**config.mk**
```make
export PLATFORM = sky130hd
export DESIGN_NAME = execute_pipe_flat
export DESIGN_NICKNAME = d
export VERILOG_FILES = /design/src/rtl/execute_pipe_if.sv /design/src/rtl/execute_pipe.sv /design/src/flat_wrapper.sv
export SDC_FILE = /design/constraint.sdc
export NUM_CORES = 1
export LEC_CHECK = 0
export BUFFER_PORTS_ARGS = -buffer_cell sky130_fd_sc_hd__buf_2
export CORE_MARGIN = 8
export CORE_UTILIZATION = 30
export DETAILED_ROUTE_END_ITERATION = 6
export PLACE_DENSITY = 0.49
export SETUP_SLACK_MARGIN = 0.1
export SYNTH_ARGS = -nofsm -noshare
export SYNTH_HDL_FRONTEND = slang
export SYNTH_SLANG_ARGS = --single-unit
```
**constraint.sdc**
```tcl
create_clock -name clk -period 6.1 [get_ports clk]
set_input_delay 0 -clock clk [delete_from_list [all_inputs] [get_ports clk]]
set_output_delay 0 -clock clk [all_outputs]
set_load 0.02 [all_outputs]
```
**src/rtl/execute_pipe_if.sv**
```systemverilog
// ---------------------------------------------------------------------------
// execute_pipe_if : decode->execute and execute->memory handshake/bus bundle
// Rev 1.0  initial release
// ---------------------------------------------------------------------------
`default_nettype none

interface execute_pipe_if #(
  parameter int WIDTH = 16,
  parameter int RD_W  = 3
);
  logic             in_valid;
  logic             in_ready;
  logic [WIDTH-1:0] in_a;
  logic [WIDTH-1:0] in_b;
  logic [WIDTH-1:0] in_imm;
  logic             in_src_imm;
  logic [3:0]       in_op;
  logic [WIDTH-1:0] in_pc_inc;
  logic [WIDTH-1:0] in_br_off;
  logic             in_is_br;
  logic [1:0]       in_br_cond;
  logic             in_is_jmp;
  logic             in_jmp_reg;
  logic [RD_W-1:0]  in_rd;
  logic             in_wr_en;

  logic             out_valid;
  logic             out_ready;
  logic [WIDTH-1:0] out_result;
  logic [RD_W-1:0]  out_rd;
  logic             out_wr_en;
  logic             out_err;
  logic             redirect;
  logic [WIDTH-1:0] redirect_pc;

  modport master (
    output in_valid, in_a, in_b, in_imm, in_src_imm, in_op, in_pc_inc, in_br_off,
           in_is_br, in_br_cond, in_is_jmp, in_jmp_reg, in_rd, in_wr_en, out_ready,
    input  in_ready, out_valid, out_result, out_rd, out_wr_en, out_err, redirect, redirect_pc
  );

  modport slave (
    input  in_valid, in_a, in_b, in_imm, in_src_imm, in_op, in_pc_inc, in_br_off,
           in_is_br, in_br_cond, in_is_jmp, in_jmp_reg, in_rd, in_wr_en, out_ready,
    output in_ready, out_valid, out_result, out_rd, out_wr_en, out_err, redirect, redirect_pc
  );
endinterface

`default_nettype wire

```
**src/rtl/execute_pipe.sv**
```systemverilog
// ---------------------------------------------------------------------------
// execute_pipe : registered execute stage (ALU, branch/jump resolve, EX/MEM reg)
// Optional iterative multiplier enabled by macro EXEC_MUL_EN.
// Rev 1.0  initial release
// ---------------------------------------------------------------------------
`default_nettype none

module execute_pipe #(
  parameter int WIDTH = 16,
  parameter int RD_W  = 3
) (
  input  logic            clk,
  input  logic            rst,
  execute_pipe_if.slave   bus
);
  localparam int SHW = $clog2(WIDTH);

  logic [WIDTH-1:0]        opb;
  logic [SHW-1:0]          shamt;
  logic [SHW:0]            shinv;
  logic [WIDTH:0]          sum_c;
  logic signed [WIDTH-1:0] sa;
  logic signed [WIDTH-1:0] sb;
  logic [WIDTH-1:0]        alu_res;
  logic                    alu_err;
  logic                    cond_ok;
  logic                    taken;
  logic [WIDTH-1:0]        target;

  logic                    slot_free;
  logic                    accept;
  logic                    ld_en;
  logic [WIDTH-1:0]        ld_result;
  logic                    ld_err;
  logic [RD_W-1:0]         ld_rd;
  logic                    ld_wr;
  logic                    ld_taken;
  logic [WIDTH-1:0]        ld_target;

  always_comb begin
    opb     = bus.in_src_imm ? bus.in_imm : bus.in_b;
    shamt   = opb[SHW-1:0];
    shinv   = (SHW+1)'(WIDTH) - {1'b0, shamt};
    sum_c   = {1'b0, bus.in_a} + {1'b0, opb};
    sa      = signed'(bus.in_a);
    sb      = signed'(opb);
    alu_res = '0;
    alu_err = 1'b0;
    case (bus.in_op)
      4'd0:  alu_res = sum_c[WIDTH-1:0];
      4'd1:  alu_res = bus.in_a - opb;
      4'd2:  alu_res = bus.in_a ^ opb;
      4'd3:  alu_res = bus.in_a & ~opb;
      // shinv == WIDTH when shamt == 0, so the wrap term vanishes
      4'd4:  alu_res = (bus.in_a << shamt) | (bus.in_a >> shinv);
      4'd5:  alu_res = bus.in_a << shamt;
      4'd6:  alu_res = (bus.in_a >> shamt) | (bus.in_a << shinv);
      4'd7:  alu_res = bus.in_a >> shamt;
      4'd8:  alu_res = {{(WIDTH-1){1'b0}}, bus.in_a == opb};
      4'd9:  alu_res = {{(WIDTH-1){1'b0}}, sa < sb};
      4'd10: alu_res = {{(WIDTH-1){1'b0}}, sa <= sb};
      4'd11: alu_res = {{(WIDTH-1){1'b0}}, sum_c[WIDTH]};
`ifdef EXEC_MUL_EN
      4'd12: alu_res = '0;
`endif
      4'd13: alu_res = opb;
      default: alu_err = 1'b1;
    endcase
    if (bus.in_is_jmp) begin
      alu_res = bus.in_pc_inc;
      alu_err = 1'b0;
    end
    case (bus.in_br_cond)
      2'b00:   cond_ok = (bus.in_a == '0);
      2'b01:   cond_ok = (bus.in_a != '0);
      2'b10:   cond_ok = bus.in_a[WIDTH-1];
      default: cond_ok = !bus.in_a[WIDTH-1];
    endcase
    taken  = bus.in_is_jmp || (bus.in_is_br && cond_ok);
    target = (bus.in_jmp_reg ? bus.in_a : bus.in_pc_inc) + bus.in_br_off;
  end

  assign slot_free = !bus.out_valid || bus.out_ready;
  assign accept    = bus.in_valid && bus.in_ready;

`ifdef EXEC_MUL_EN
  localparam logic [SHW-1:0] CNT_LAST = SHW'(WIDTH-1);

  typedef enum logic [1:0] {IDLE = 2'd0, MUL = 2'd1, DONE = 2'd2} state_t;

  state_t           state;
  logic [SHW-1:0]   cnt;
  logic [WIDTH-1:0] mcand;
  logic [WIDTH-1:0] mplier;
  logic [WIDTH-1:0] acc;
  logic             pend_taken;
  logic [WIDTH-1:0] pend_target;
  logic [RD_W-1:0]  pend_rd;
  logic             pend_wr;
  logic             is_mul;
  logic             mul_ld;

  assign bus.in_ready = (state == IDLE) && slot_free;
  assign is_mul       = (bus.in_op == 4'd12) && !bus.in_is_jmp;
  assign mul_ld       = (state == DONE) && slot_free;

  always_comb begin
    ld_en     = (accept && !is_mul) || mul_ld;
    ld_result = mul_ld ? acc         : alu_res;
    ld_err    = mul_ld ? 1'b0        : alu_err;
    ld_rd     = mul_ld ? pend_rd     : bus.in_rd;
    ld_wr     = mul_ld ? pend_wr     : bus.in_wr_en;
    ld_taken  = mul_ld ? pend_taken  : taken;
    ld_target = mul_ld ? pend_target : target;
  end
`else
  assign bus.in_ready = slot_free;

  always_comb begin
    ld_en     = accept;
    ld_result = alu_res;
    ld_err    = alu_err;
    ld_rd     = bus.in_rd;
    ld_wr     = bus.in_wr_en;
    ld_taken  = taken;
    ld_target = target;
  end
`endif

  always_ff @(posedge clk) begin
    if (rst) begin
      bus.out_valid   <= 1'b0;
      bus.out_result  <= '0;
      bus.out_rd      <= '0;
      bus.out_wr_en   <= 1'b0;
      bus.out_err     <= 1'b0;
      bus.redirect    <= 1'b0;
      bus.redirect_pc <= '0;
`ifdef EXEC_MUL_EN
      state       <= IDLE;
      cnt         <= '0;
      mcand       <= '0;
      mplier      <= '0;
      acc         <= '0;
      pend_taken  <= 1'b0;
      pend_target <= '0;
      pend_rd     <= '0;
      pend_wr     <= 1'b0;
`endif
    end else begin
      bus.redirect <= 1'b0;
      if (bus.out_valid && bus.out_ready)
        bus.out_valid <= 1'b0;
      if (ld_en) begin
        bus.out_valid  <= 1'b1;
        bus.out_result <= ld_result;
        bus.out_rd     <= ld_rd;
        bus.out_wr_en  <= ld_wr;
        bus.out_err    <= ld_err;
        if (ld_taken) begin
          bus.redirect    <= 1'b1;
          bus.redirect_pc <= ld_target;
        end
      end
`ifdef EXEC_MUL_EN
      case (state)
        IDLE: begin
          if (accept && is_mul) begin
            state       <= MUL;
            cnt         <= '0;
            mcand       <= bus.in_a;
            mplier      <= opb;
            acc         <= '0;
            pend_taken  <= taken;
            pend_target <= target;
            pend_rd     <= bus.in_rd;
            pend_wr     <= bus.in_wr_en;
          end
        end
        MUL: begin
          if (mplier[0])
            acc <= acc + mcand;
          mcand  <= mcand << 1;
          mplier <= mplier >> 1;
          cnt    <= cnt + 1'b1;
          if (cnt == CNT_LAST)
            state <= DONE;
        end
        DONE: begin
          if (slot_free)
            state <= IDLE;
        end
        default: state <= IDLE;
      endcase
`endif
    end
  end
endmodule

`default_nettype wire

```
**src/flat_wrapper.sv**
```systemverilog
// flat-port wrapper written by rule: the top's interface ports become plain ports
module execute_pipe_flat 
#(
  parameter int WIDTH = 16,
  parameter int RD_W  = 3
)
  (clk, rst, bus_in_valid, bus_in_a, bus_in_b, bus_in_imm, bus_in_src_imm, bus_in_op, bus_in_pc_inc, bus_in_br_off, bus_in_is_br, bus_in_br_cond, bus_in_is_jmp, bus_in_jmp_reg, bus_in_rd, bus_in_wr_en, bus_out_ready, bus_in_ready, bus_out_valid, bus_out_result, bus_out_rd, bus_out_wr_en, bus_out_err, bus_redirect, bus_redirect_pc);
  execute_pipe_if #(.WIDTH(WIDTH), .RD_W(RD_W)) bus_i ();
  input  logic clk;
  input  logic rst;
  input wire logic [$bits(bus_i.in_valid)-1:0] bus_in_valid;
  input wire logic [$bits(bus_i.in_a)-1:0] bus_in_a;
  input wire logic [$bits(bus_i.in_b)-1:0] bus_in_b;
  input wire logic [$bits(bus_i.in_imm)-1:0] bus_in_imm;
  input wire logic [$bits(bus_i.in_src_imm)-1:0] bus_in_src_imm;
  input wire logic [$bits(bus_i.in_op)-1:0] bus_in_op;
  input wire logic [$bits(bus_i.in_pc_inc)-1:0] bus_in_pc_inc;
  input wire logic [$bits(bus_i.in_br_off)-1:0] bus_in_br_off;
  input wire logic [$bits(bus_i.in_is_br)-1:0] bus_in_is_br;
  input wire logic [$bits(bus_i.in_br_cond)-1:0] bus_in_br_cond;
  input wire logic [$bits(bus_i.in_is_jmp)-1:0] bus_in_is_jmp;
  input wire logic [$bits(bus_i.in_jmp_reg)-1:0] bus_in_jmp_reg;
  input wire logic [$bits(bus_i.in_rd)-1:0] bus_in_rd;
  input wire logic [$bits(bus_i.in_wr_en)-1:0] bus_in_wr_en;
  input wire logic [$bits(bus_i.out_ready)-1:0] bus_out_ready;
  output wire logic [$bits(bus_i.in_ready)-1:0] bus_in_ready;
  output wire logic [$bits(bus_i.out_valid)-1:0] bus_out_valid;
  output wire logic [$bits(bus_i.out_result)-1:0] bus_out_result;
  output wire logic [$bits(bus_i.out_rd)-1:0] bus_out_rd;
  output wire logic [$bits(bus_i.out_wr_en)-1:0] bus_out_wr_en;
  output wire logic [$bits(bus_i.out_err)-1:0] bus_out_err;
  output wire logic [$bits(bus_i.redirect)-1:0] bus_redirect;
  output wire logic [$bits(bus_i.redirect_pc)-1:0] bus_redirect_pc;
  assign bus_i.in_valid = bus_in_valid;
  assign bus_i.in_a = bus_in_a;
  assign bus_i.in_b = bus_in_b;
  assign bus_i.in_imm = bus_in_imm;
  assign bus_i.in_src_imm = bus_in_src_imm;
  assign bus_i.in_op = bus_in_op;
  assign bus_i.in_pc_inc = bus_in_pc_inc;
  assign bus_i.in_br_off = bus_in_br_off;
  assign bus_i.in_is_br = bus_in_is_br;
  assign bus_i.in_br_cond = bus_in_br_cond;
  assign bus_i.in_is_jmp = bus_in_is_jmp;
  assign bus_i.in_jmp_reg = bus_in_jmp_reg;
  assign bus_i.in_rd = bus_in_rd;
  assign bus_i.in_wr_en = bus_in_wr_en;
  assign bus_i.out_ready = bus_out_ready;
  assign bus_in_ready = bus_i.in_ready;
  assign bus_out_valid = bus_i.out_valid;
  assign bus_out_result = bus_i.out_result;
  assign bus_out_rd = bus_i.out_rd;
  assign bus_out_wr_en = bus_i.out_wr_en;
  assign bus_out_err = bus_i.out_err;
  assign bus_redirect = bus_i.redirect;
  assign bus_redirect_pc = bus_i.redirect_pc;
  execute_pipe #(.WIDTH(WIDTH), .RD_W(RD_W)) u_core (.clk(clk), .rst(rst), .bus(bus_i));
endmodule
```
==> metrics.md <==
| Metric | Value |
|---|---|
| Synth Warn # | 0 |
| Crit path arrival time | about 4100 ps |
| F_max | ~0.26 GHz |
| Status | finished, final reports clean |
| Inst Count DP | 1484 |
| 1st-iter DRT viols | 1036 |
| Total inserted antenna cells | 0 |
| Leakage | 3.77 nW |
| Post-CTS Resized | 0 |
| Fin crit share | 62.8% |
| Share of cells above drive strength 1 | 18.5% |
| Synth area leader | mux2i_1 |
| Max_cap viols | 0 |
| Top-area cell type share of the netlist area | 13.1% |
| Clock Skew | ~7.9 ps |
| Crit Path Category | in -> reg |
| Height of the die | 177 µm |
| Reg-to-reg endpoint | u_core.bus.out_result[2]$_SDFFE_PP0P_ |
| Filler cells | 2762 |
| H-tree Lvls | 2 |
| NumNets Final | about 1300 |
| Synthesis-to-layout area growth | 13.9% |
| Crit-path cells | buf_2 -> mux2i_4 -> buf_4 -> ha_1 -> inv_2 -> mux4_2 -> or3_1 -> o21ai_0 -> or4_1 -> o21ai_1 -> a311oi_2 |
| CTS buffer count | 5 |
| Initial Utilization | 30.2% |
| CP max-delay cell | mux4_2 |
| CTS tree | yes |
| Overall power | ~1.6 mW |
| Least-Margin Pin Slew | 1030 ps |
| I/O Buffers | ~140 |
| Syn_area_per_cell | 7.15 µm² |
| Ys async rst share | 0% |
| Seq cells post-synth | 39 |
| Core Box Area | 25800 µm² |
| Vias | 9288 |
| Worst-path clk slew | 70 ps |
| Most crowded layer after global routing | met2 |
| Seq/Total Area, Yosys | 10.0% |
| Minimum clock period | around 3800 ps |
| Final Non-Filler Cells | 1497 |
| R2R depth | 9 |
| Met1 Use GR | a little under a third |
| Distinct cells, synth | 79 |
| Clock Sinks | 39 |
| Crit path required time | 6310 ps |
| Met2 Resource Use GR | approximately 37% |
| Peak supply drop | 0.0000928 V |
| PwrDens | 177 nW/µm² |
| Gr ovfl total | 0 |
| Routed wire length | 39100 µm |
| Crit-path max cell delay | 610 ps |
| DR pass1 iterations | 6 |
| IO Pins | 138 |
| Mapped Area | 7780 µm² |
| Final setup violation count | 0 |
| Count leader, synth | nand2_1 |
| Root Driver | clkbuf_16 |
| CTS Hold Bufs | 5 |
| Cell Rows | just under 60 |
| Met3 GRT Util | 3.69% |
| DR vias/cell | 6.20 |
| Die area | 31400 µm² |
| Placed inst area | roughly 8600 µm² |
| Hpwl dp | 29400 µm |
| Most area-consuming cells after synthesis | mux2i_1, dfxtp_1, ha_1 |
| Worst path bufs/invs | 3 |
| Skew-Pair Late Insertion Delay | 310 ps |
| Reg-to-reg setup timing slack | 3040 ps |
| Vias in the first global route | approximately 9100 |
| Avg WL per Cell | around 26 µm |
| Post-CTS setup repair buffer count | 0 |
| Startpoint Class | primary input |
| Initial antenna violation count | 1 |
| Die Width | ~180 µm |
| Hold path cells | 3 |
| Worst hold endpoint | u_core.bus.out_valid$_SDFFE_PP0P_ |
| Crit path max fanout | 38 |
| Syn Nets | 1241 |
| EDFF count, synth | 0 |
| Total Negative Setup Slacks | 0 ps |
| Hold wc startpoint | bus_out_ready |
| Gate Count Post-Synth | 1088 |
| Hold Vio Cnt, Final | 0 |
| RSZ-0062 raised after global routing | false |
| Largest net degree at the start of global routing | 42 |
| First-pass GRT wire length | 58000 µm |
| Delay-heaviest family, CP | buffers and inverters |
| Routability Congestion | approximately 1.1 |
| Reg2reg start | u_core.bus.out_valid$_SDFFE_PP0P_ |
| Critical Path Sink Type | flop |
| DRC Markers | 0 |
| Hold crit path type | in -> reg |
| Most instantiated cells after synthesis | nand2_1, mux2i_1, nor2_1 |
| Max-slew violation count | 0 |
| GRT Total Usage | 24.1% |
| Antenna viol nets, final | 0 |
| Clk buf depth | 2 |
| Most used DFF post-synth | dfxtp_1 |
| Slew HR | a little over 30% |
| Post-route cell area | approximately 9000 µm² |
worst register-to-register path, cell delays in order (launching register included):
cell and delay, ps:
dfxtp_1 310, nand2b_1 130, nand2_1 100, buf_4 220
a21oi_1 300, o21ai_0 160, a2111oi_0 850, o211ai_1 260
a211oi_1 500, nor3_1 80
report_power, final:
group / internal (mW) / switching (mW) / total, mW
Combinational: 0.345 / 0.614 / 0.958
Sequential: 0.276 / 0.0123 / 0.289
Clock: 0.194 / 0.130 / 0.324
Total: 0.814 / 0.756 / 1.57
worst max-delay path by stage:
stage / depth (start not counted) / slack (ps) / start / end
2_1_floorplan: 15 / 2520 / bus_in_src_imm / u_core.bus.out_result[14]$_SDFFE_PP0P_
3_3_place_gp: 13 / 2000 / bus_in_src_imm / u_core.bus.out_result[4]$_SDFFE_PP0P_
3_5_place_dp: 11 / 1960 / bus_in_src_imm / u_core.bus.out_result[14]$_SDFFE_PP0P_
4_1_cts: 11 / 2270 / bus_in_src_imm / u_core.bus.out_result[14]$_SDFFE_PP0P_
5_1_grt: 11 / 2020 / bus_in_src_imm / u_core.bus.out_result[14]$_SDFFE_PP0P_
6_report: 11 / 2270 / bus_in_src_imm / u_core.bus.out_result[14]$_SDFFE_PP0P_
cells by family after synthesis:
kind of cell	Yosys count	share of synthesized area, %
compound gates	311	26.6
xor+xnor	29	3.60
fa+ha+maj	55	9.13
buf+inv	128	6.62
flops	39	10.0
mux	139	20.2
simple gates	387	23.7
placed cells by master, fill, tap and decap left out, types with 6 or more instances in the layout:
master,Yosys,final
o32ai_1,6,6
nand3_1,29,29
mux2_2,24,24
nand2b_1,12,12
mux2i_1,102,99
and3_1,13,13
a221oi_1,14,14
nor2_1,88,88
a21oi_1,84,84
a211oi_1,27,27
o31ai_1,10,10
or3_1,7,7
nor4_1,14,14
o221ai_1,6,6
and2_1,10,10
buf_2,8,137
o22ai_1,8,8
ha_1,52,52
xnor2_1,19,19
a311oi_1,7,7
o21a_1,7,7
o211ai_1,11,11
nand2_1,116,116
buf_4,4,11
inv_1,38,38
nor2b_1,19,19
xor2_1,8,8
a2111oi_0,8,8
a31oi_1,15,15
dfxtp_1,39,39
nor3_1,48,47
a21o_1,9,9
mux4_2,11,11
nand4_1,11,11
o21ai_0,52,52
area by class of cell:
cell class | instances | area (µm²) | share of cell area, %
well taps | 335 | 419 | 4.73
clock inverters | 3 | 43.8 | 0.494
flip-flops and latches | 39 | 781 | 8.81
multi-input cells | 921 | 6520 | 73.6
inverters | 41 | 156 | 1.76
clock buffers | 5 | 125 | 1.41
repair buffers | 153 | 818 | 9.23
metrics by stage:
stage	setup WS [ps]	utilization, %	hold slack (ps)
6_report	2270	34.4	51.7
3_3_place_gp	2000	33.6	244
5_1_grt	2020	34.4	66.8
2_1_floorplan	2520	-	129
3_5_place_dp	1960	33.6	246
4_1_cts	2270	34.4	40.6
flip-flops by register name, summed over array words and instances, names as in the netlist:
| name | cells |
|---|---|
| u_core.bus.out_result | 16 |
| u_core.bus.redirect_pc | 16 |
| u_core.bus.out_rd | 3 |
| u_core.bus.out_valid | 1 |
| u_core.bus.out_err | 1 |
| u_core.bus.redirect | 1 |
| u_core.bus.out_wr_en | 1 |
per-layer routing:
layer | routed length, µm | up-vias
met5 | 0 | -
met3 | 2920 | 154
met4 | 2670 | 0
met1 | 16200 | 4391
met2 | 17300 | 537
li1 | - | 4206
Power figures use the tool's default switching activity.
